[src/rtl/scan_pkg.sv]
// Shared constants and FSM state encoding for the scan sequencer.
// Latency: none (types and constants only).
// Backpressure: none.
package scan_pkg;

    localparam int NUM_LINES = 8;
    localparam int SEL_W     = 3;

    typedef enum logic [1:0] {
        IDLE  = 2'd0,
        DWELL = 2'd1,
        GAP   = 2'd2
    } state_e;

endpackage

[src/rtl/scan_next_sel.sv]
// Wrap-around priority finder: next enabled line above cur, or the lowest one.
// Latency: purely combinational.
// Backpressure: none.
module scan_next_sel
    import scan_pkg::*;
(
    input  logic [NUM_LINES-1:0] mask,
    input  logic [SEL_W-1:0]     cur,
    input  logic                 from_zero,
    output logic [SEL_W-1:0]     next,
    output logic                 wrapped
);

    logic [SEL_W-1:0] low_idx;
    logic [SEL_W-1:0] above_idx;
    logic             found_above;

    // Descending scans so the lowest qualifying index is the one left standing.
    // With from_zero every enabled bit qualifies, so the search starts at bit 0.
    always_comb begin
        low_idx     = '0;
        above_idx   = '0;
        found_above = 1'b0;
        for (int i = NUM_LINES - 1; i >= 0; i--) begin
            if (mask[i]) begin
                low_idx = SEL_W'(i);
                if (from_zero || (SEL_W'(i) > cur)) begin
                    above_idx   = SEL_W'(i);
                    found_above = 1'b1;
                end
            end
        end
        next    = found_above ? above_idx : low_idx;
        wrapped = ~found_above;
    end

endmodule

[src/rtl/scan_sequencer_3x8.sv]
// Steps a 3-bit decoder select through enabled lines with a dwell plus a 1-cycle gap.
// Latency: start sampled at edge k gives sel_valid/busy from edge k; all outputs registered.
// Backpressure: none; start ignored while busy, stop takes effect at the frame end.
module scan_sequencer_3x8
    import scan_pkg::*;
#(
    parameter int DWELL_W = 8
) (
    input  logic                 clk,
    input  logic                 rst,
    input  logic                 start,
    input  logic                 stop,
    input  logic                 cont,
    input  logic [NUM_LINES-1:0] mask,
    input  logic [DWELL_W-1:0]   dwell,
    output logic [SEL_W-1:0]     sel,
    output logic                 sel_valid,
    output logic                 busy,
    output logic                 frame_done,
    output logic                 err
);

    localparam logic [DWELL_W-1:0] ONE_C = DWELL_W'(1);

    state_e                 state_q, state_d;
    logic [SEL_W-1:0]       sel_q, sel_d;
    logic                   sel_valid_q, sel_valid_d;
    logic                   busy_q, busy_d;
    logic                   frame_done_q, frame_done_d;
    logic                   err_q, err_d;
    logic [DWELL_W-1:0]     cnt_q, cnt_d;
    logic [NUM_LINES-1:0]   mask_q, mask_d;
    logic [DWELL_W-1:0]     dwell_q, dwell_d;
    logic                   cont_q, cont_d;
    logic                   stop_pend_q, stop_pend_d;

    logic [DWELL_W-1:0]     dwell_eff;
    logic                   from_zero;
    logic [NUM_LINES-1:0]   find_mask;
    logic [SEL_W-1:0]       nxt_sel;
    logic                   nxt_wrapped;

    assign dwell_eff = (|dwell) ? dwell : ONE_C;

    // A frame boundary (frame_done_q high in GAP) restarts the search from the
    // freshly sampled mask, exactly like a start from IDLE does.
    assign from_zero = (state_q == IDLE) || ((state_q == GAP) && frame_done_q);
    assign find_mask = from_zero ? mask : mask_q;

    scan_next_sel u_next_sel (
        .mask      (find_mask),
        .cur       (sel_q),
        .from_zero (from_zero),
        .next      (nxt_sel),
        .wrapped   (nxt_wrapped)
    );

    // Next-state logic; frame_done is decided when leaving DWELL so it is a
    // registered pulse aligned with the GAP cycle that ends the frame.
    always_comb begin
        state_d      = state_q;
        sel_d        = sel_q;
        cnt_d        = cnt_q;
        mask_d       = mask_q;
        dwell_d      = dwell_q;
        cont_d       = cont_q;
        frame_done_d = 1'b0;
        err_d        = 1'b0;
        stop_pend_d  = stop_pend_q | (stop && (state_q != IDLE));

        case (state_q)
            IDLE: begin
                if (start) begin
                    if (|mask) begin
                        mask_d  = mask;
                        dwell_d = dwell_eff;
                        cont_d  = cont;
                        sel_d   = nxt_sel;
                        cnt_d   = dwell_eff - ONE_C;
                        state_d = DWELL;
                    end else begin
                        err_d = 1'b1;
                    end
                end
            end
            DWELL: begin
                if (|cnt_q) begin
                    cnt_d = cnt_q - ONE_C;
                end else begin
                    state_d      = GAP;
                    frame_done_d = nxt_wrapped;
                end
            end
            GAP: begin
                if (frame_done_q) begin
                    if (stop_pend_q || !cont_q) begin
                        state_d     = IDLE;
                        stop_pend_d = 1'b0;
                    end else begin
                        mask_d  = mask;
                        dwell_d = dwell_eff;
                        if (|mask) begin
                            sel_d   = nxt_sel;
                            cnt_d   = dwell_eff - ONE_C;
                            state_d = DWELL;
                        end else begin
                            state_d     = IDLE;
                            err_d       = 1'b1;
                            stop_pend_d = 1'b0;
                        end
                    end
                end else begin
                    sel_d   = nxt_sel;
                    cnt_d   = dwell_q - ONE_C;
                    state_d = DWELL;
                end
            end
            default: begin
                state_d = IDLE;
            end
        endcase

        sel_valid_d = (state_d == DWELL);
        busy_d      = (state_d != IDLE);
    end

    // State and output registers with synchronous reset.
    always_ff @(posedge clk) begin
        if (rst) begin
            state_q      <= IDLE;
            sel_q        <= '0;
            sel_valid_q  <= 1'b0;
            busy_q       <= 1'b0;
            frame_done_q <= 1'b0;
            err_q        <= 1'b0;
            cnt_q        <= '0;
            mask_q       <= '0;
            dwell_q      <= '0;
            cont_q       <= 1'b0;
            stop_pend_q  <= 1'b0;
        end else begin
            state_q      <= state_d;
            sel_q        <= sel_d;
            sel_valid_q  <= sel_valid_d;
            busy_q       <= busy_d;
            frame_done_q <= frame_done_d;
            err_q        <= err_d;
            cnt_q        <= cnt_d;
            mask_q       <= mask_d;
            dwell_q      <= dwell_d;
            cont_q       <= cont_d;
            stop_pend_q  <= stop_pend_d;
        end
    end

    assign sel        = sel_q;
    assign sel_valid  = sel_valid_q;
    assign busy       = busy_q;
    assign frame_done = frame_done_q;
    assign err        = err_q;

endmodule

[config.mk]
export PLATFORM = sky130hd
export DESIGN_NAME = scan_sequencer_3x8
export DESIGN_NICKNAME = d
export VERILOG_FILES = /design/src/rtl/scan_pkg.sv /design/src/rtl/scan_next_sel.sv /design/src/rtl/scan_sequencer_3x8.sv
export SDC_FILE = /design/constraint.sdc
export NUM_CORES = 1
export LEC_CHECK = 0
export CAP_MARGIN = 20
export CORE_MARGIN = 8
export CORE_UTILIZATION = 55
export CTS_CLUSTER_SIZE = 20
export DETAILED_ROUTE_END_ITERATION = 12
export PLACE_DENSITY = 0.89
export SLEW_MARGIN = 20
export SYNTH_ARGS = -nofsm -noshare
export SYNTH_HDL_FRONTEND = slang
export SYNTH_SLANG_ARGS = --single-unit
[constraint.sdc]
create_clock -name clk -period 5 [get_ports clk]
set_input_delay 1.25 -clock clk [delete_from_list [all_inputs] [get_ports clk]]
set_output_delay 1.25 -clock clk [all_outputs]
set_load 0.02 [all_outputs]
[Yosys cells after proc, flatten, opt, wreduce, memory -nomap -nowiden]
Index checks and enable logic that the tools add are counted.
W data, S select, Z words.
Storage, ports and cells
  register bits: 35
  bits in latches: 0
  bits in writable memories: 0
  ROM bits: 0
  input bits: 21
  output and inout port bits: 7
  word-level logic and storage cells: 140
  memories: 0
Operators by class
  add/subtract/negate cells: 3
  multipliers: 0
  div/mod/pow operators: 0
  magnitude comparators: 8
  equality and inequality tests: 9
  shifts and indexed selects: 0
  muxes and demuxes: 80
  bitwise operators: 3
  reduce and logical (&&, ||, !) cells: 26
Operators with widths (count)
  $mux W8: 15
  $mux W3: 29
  $pmux W8 S2: 2
  $mux W1: 26
  $pmux W8 S3: 1
  $reduce_or A8 Y1: 3
  $sub A8 B1 Y8 const B: 3
  $gt A3 B3 Y1 const A: 4
  $logic_or A1 B1 Y1: 10
  $reduce_or A10 Y1: 1
  $mux W2: 4
  $ne A2 B2 Y1 const B: 4
  $gt A1 B3 Y1 const A: 2
  $gt A2 B3 Y1 const A: 2
  $pmux W2 S3: 1
  $pmux W3 S2: 1
  $reduce_and A3 Y1: 2
  $reduce_bool A2 Y1: 3
  $reduce_and A5 Y1: 1
  $eq A2 B1 Y1 const B: 2
  $reduce_and A4 Y1: 1
  $ne A3 B3 Y1 const B: 1
  $reduce_bool A3 Y1: 1
  $eq A2 B2 Y1 const B: 1
  7 further kinds: 9

[Logic depth before layout (Yosys ltp)]
  word-level depth: 25
  depth in mapped cells: 10
  depth with buffers taken out: 9

[Cells and area by module]
From an unflattened synthesis, not the netlist that was laid out.
Second synthesis, totals
  cells, all modules: 312
  area, all modules: 2516.2 µm²
Modules (own cells, without submodules)
  scan_sequencer_3x8: instances 1, cells each 263, area each 2202.1 µm², sequential area each 700.7 µm²
  scan_next_sel: instances 1, cells each 49, area each 314.1 µm², sequential area each 0.0 µm²

[Least setup slack after synthesis]
No wires, ideal clock.
  path kind: input -> register
  start point: input dwell[2]
  end point: register cnt_q[6]
  setup time: 0.120 ns
  arrival: 2.894 ns
  data required time: 4.880 ns
  setup slack: 1.986 ns
  stages on the path: 9
  buffers on the path: 0
  path through: or4_1 -> nor3_1 -> a21oi_1 -> ha_1 -> inv_1 -> nor2_1 -> xnor2_1 -> nor3_1 -> a211o_1
Between the ends
  word-level cells in the longest chain between the ends: 7
  elaborated cells on any way between the ends: 8
  classes of those cells: add/sub (1); mux (6); reduce/logical (1)
Ends and longest elaborated chain
  start: declaration: RTL line scan_sequencer_3x8.sv:15  | input logic [DWELL_W-1:0] dwell,
  $reduce_or A8 Y1: RTL line scan_sequencer_3x8.sv:43  | assign dwell_eff = (|dwell) ? dwell : ONE_C;
  $mux W8 (*): RTL line scan_sequencer_3x8.sv:43
  $sub A8 B1 Y8 (*): RTL line scan_sequencer_3x8.sv:79, scan_sequencer_3x8.sv:104
  $mux W8 (*): RTL line scan_sequencer_3x8.sv:74, scan_sequencer_3x8.sv:102
  $mux W8: RTL line scan_sequencer_3x8.sv:96  | if (stop_pend_q || !cont_q) begin
  $mux W8: RTL line scan_sequencer_3x8.sv:95  | if (frame_done_q) begin
  $pmux W8 S3 (*): RTL line scan_sequencer_3x8.sv:71  | case (state_q)
  end signal: assignment: RTL line scan_sequencer_3x8.sv:148  | cnt_q <= cnt_d;
  end: declaration: RTL line scan_sequencer_3x8.sv:31  | logic [DWELL_W-1:0] cnt_q, cnt_d;
Mark *: on every way between the ends. The rest lies on a longest branch, timed or not. The select of a mux whose other input is x is not followed.
A chain may end at the register's enable or synchronous reset.

[Worst setup path in the final report]
Same ends and word-level chain as after synthesis.

==> flow_metrics.py <==
metrics = {
    "routing": {
        "ant_nets": 0,
        "vias": 2222,
        "drt_wl_total_mm": 5.91,
        "m1WireLength_mm": 2.56,
        "drt-wirelength-per-cell_um": 16.6,
        "top_layer_used": "met4",
        "drt_iter0_drc": 334,
        "via_per_inst": 6.22,
        "dr.pass1.iters": 4,
        "drcViolationCount": 0,
        "met2_length_mm": 2.97,
        "wl_met3_um": 323,
    },
    "synthesis": {
        "ys_ff_latch": 35,
        "synth_edf_count": 0,
        "syn_inst": 281,
        "postSynth.asyncResetShare_pct": 0,
        "synthFlopType": "dfxtp_1",
        "syn_nets": 309,
        "synth_seq_area_share_pct": 30.6,
        "netlist_area_mm2": 0.00229,
        "yosys_warnings": 0,
        "ys_types": 60,
        "syn_avg_cell_area_um2": 8.15,
    },
    "worst_hold_path": {
        "whs_endpoint": "cont_q$_SDFFE_PP0P_",
        "min_path_type": "flop to flop",
        "hold_path_depth": 2,
        "min_from": "cont_q$_SDFFE_PP0P_",
    },
    "layout": {
        "nets": 335,
        "nFillCells": 340,
        "area_delta_synth_final_pct": 16.4,
        "n_antenna_cell": 0,
        "final_cell_mix": "35 x nor2_1, 35 x dfxtp_1, 27 x clkdlybuf4s50_1",
        "drive_above_1_share_pct": 6.84,
    },
    "clock_network": {
        "numCtsBuffers": 5,
        "clockBufferDepth": 2,
        "clock_sinks": 35,
        "root_buffer": "clkbuf_8",
        "cts_hold_buf": 0,
        "cts_resized": 0,
        "postCtsSetupRepairBufs": 0,
        "clk_pin_slew_ps": 70,
        "cts_tree": "yes",
        "clk_latency_ps": 290,
        "h-tree-depth": 2,
    },
    "worst_setup_path": {
        "path_max_fanout": 6,
        "worstPathRequired_ps": 5180,
        "worst_path_max_delay_cell": "or4_1",
        "rrSetupSlack_ps": 2690,
        "crit_top_cell": "nor3_1",
        "crit_family": "simple AND/OR/NAND/NOR gates",
        "critical_path.endpoint_type": "flop",
        "reg2reg_to": "cnt_q[5]$_SDFFE_PP0P_",
        "cp_slowest_stage_delay_ps": 620,
        "reg2reg_from": "state_q[0]$_SDFF_PP0_",
        "crit_start": "dwell[2]",
        "critPathBufInv": 2,
        "arrival_ps": 3640,
        "path_class": "input pin to flop",
        "cp-start-kind": "input pin",
        "crit_chain": "clkdlybuf4s50_1 > or4_1 > nor3_1 > a21oi_1 > ha_1 > inv_1 > nor2_1 > xnor2_1 > nor3_1 > a211o_1",
        "ff2ff_path_depth": 8,
    },
    "sta": {
        "hold_violations": 0,
        "grt_setup_unrepaired": "no",
        "max_freq_mhz": 289,
        "clock_skew_ps": 7.96,
        "fin_setup_tns_ps": 0,
        "fin_crit_sh_pct": 69.2,
        "final_max_slew_viol_count": 0,
        "worstMarginPinSlew_ps": 636,
        "slew_headroom_pct": 57.0,
        "setup-violations-final": 0,
        "period_needed_ps": 3460,
    },
    "global_routing": {
        "antenna_found_initial": 0,
        "first_global_vias": 2078,
        "grt_first_pass_wirelength_mm": 9.93,
        "grt_max_degree": 33,
        "grt-ovfl-total": 0,
        "track_usage_pct": 19.0,
    },
    "die": {
        "core_mm2": 0.00400,
        "pin_count": 28,
        "start_util_pct": 57.3,
        "num_rows": 23,
        "dieArea_mm2": 0.00649,
        "die_w_um": 80.5,
        "die_y_um": 80.5,
    },
    "outcome": {
        "status": "finished clean",
    },
    "placed_design": {
        "port_buffers": 27,
        "place_congestion": 0.929,
        "dp_hpwl_mm": 4.27,
    },
    "run": {
        "cap_viol_max_count": 0,
    },
    "power": {
        "peakVddDrop_uv": 338,
        "power_mw": 1.60,
        "power_density_mw_per_mm2": 601,
        "p_leak_nw": 1.03,
    },
}
==> flip-flops by register name, summed over array words and instances, names as in the netlist <==
register,cells
busy,1
mask_q,8
state_q,2
sel,3
stop_pend_q,1
err,1
frame_done,1
cnt_q,8
cont_q,1
sel_valid,1
dwell_q,8
==> layer usage <==
metal / up-vias / track usage (%)
met5: - / 0
met4: 0 / 5.27
met3: 10 / 4.13
met2: 77 / 31.7
met1: 1052 / 23.7
li1: 1083 / -
==> report_power, final <==
group          internal [mW]  switching (mW)
Sequential             0.368           0.114
Clock                  0.108           0.101
Combinational          0.412           0.501
==> Yosys cell counts, types with 4 or more instances <==
| cell type | number | share of area, % |
|---|---|---|
| dfxtp_1 | 35 | 31 |
| nor2_1 | 35 | 5.7 |
| a21oi_1 | 22 | 4.8 |
| nand2_1 | 18 | 2.9 |
| inv_1 | 17 | 2.8 |
| mux2i_1 | 17 | 7.4 |
| nor3_1 | 13 | 2.8 |
| o21ai_0 | 10 | 2.2 |
| xnor2_1 | 10 | 3.8 |
| o22ai_1 | 8 | 2.2 |
| ha_1 | 7 | 3.8 |
| xor2_1 | 6 | 2.3 |
| a211oi_1 | 5 | 1.6 |
| clkbuf_1 | 5 | 0.82 |
| nor4_1 | 4 | 1.1 |
==> worst max-delay path by stage <==
stage | endpoint | slack, ps | cells after the start
global placement | cnt_q[6]$_SDFFE_PP0P_ | 1390 | 10
CTS | cnt_q[6]$_SDFFE_PP0P_ | 1540 | 10
finish | cnt_q[6]$_SDFFE_PP0P_ | 1540 | 10
floorplan | cnt_q[6]$_SDFFE_PP0P_ | 1990 | 9
global route | cnt_q[6]$_SDFFE_PP0P_ | 1400 | 10
detailed placement | cnt_q[6]$_SDFFE_PP0P_ | 1280 | 10
==> cell type report <==
type                    instances  area (µm²)  share of cell area (%)
multi-input cells             219        1470                    55.0
flip-flops and latches         35         701                    26.3
repair buffers                 29         285                    10.7
clock buffers                   6        82.6                    3.10
inverters                      17        63.8                    2.39
well taps                      50        62.6                    2.35
clock inverters                 1        5.00                   0.188
==> through the flow <==
stage	utilization [%]	instances	hold slack [ps]	setup slack [ps]	instance area [µm²]
2_1_floorplan	-	281	457	1990	2290
3_3_place_gp	64.5	350	476	1390	2580
3_5_place_dp	64.5	350	494	1280	2580
4_1_cts	66.7	357	509	1540	2670
5_1_grt	66.7	357	538	1400	2670
6_report	66.7	357	511	1540	2670
==> cells by family after synthesis <==
| logic type | after synthesis | share of synthesized area (%) |
|---|---|---|
| AOI/OAI and AO/OA | 79 | 23.4 |
| xor gates and xnor gates | 16 | 6.12 |
| muxes | 17 | 7.43 |
| DFF | 35 | 30.6 |
| adders and majority gates | 7 | 3.82 |
| and+or+nand+nor | 100 | 23.1 |
| buffers and inverters | 27 | 5.57 |
==> worst reg2reg max path: stages (launching register included) <==
cell     delay, ps
dfxtp_1        380
inv_1           80
ha_1           310
nand2_1        180
o22ai_1        170
a211o_2        320
a21oi_1        300
nor2_2         110
a221o_1        350
Note: power is estimated with default switching activity, not from simulation.
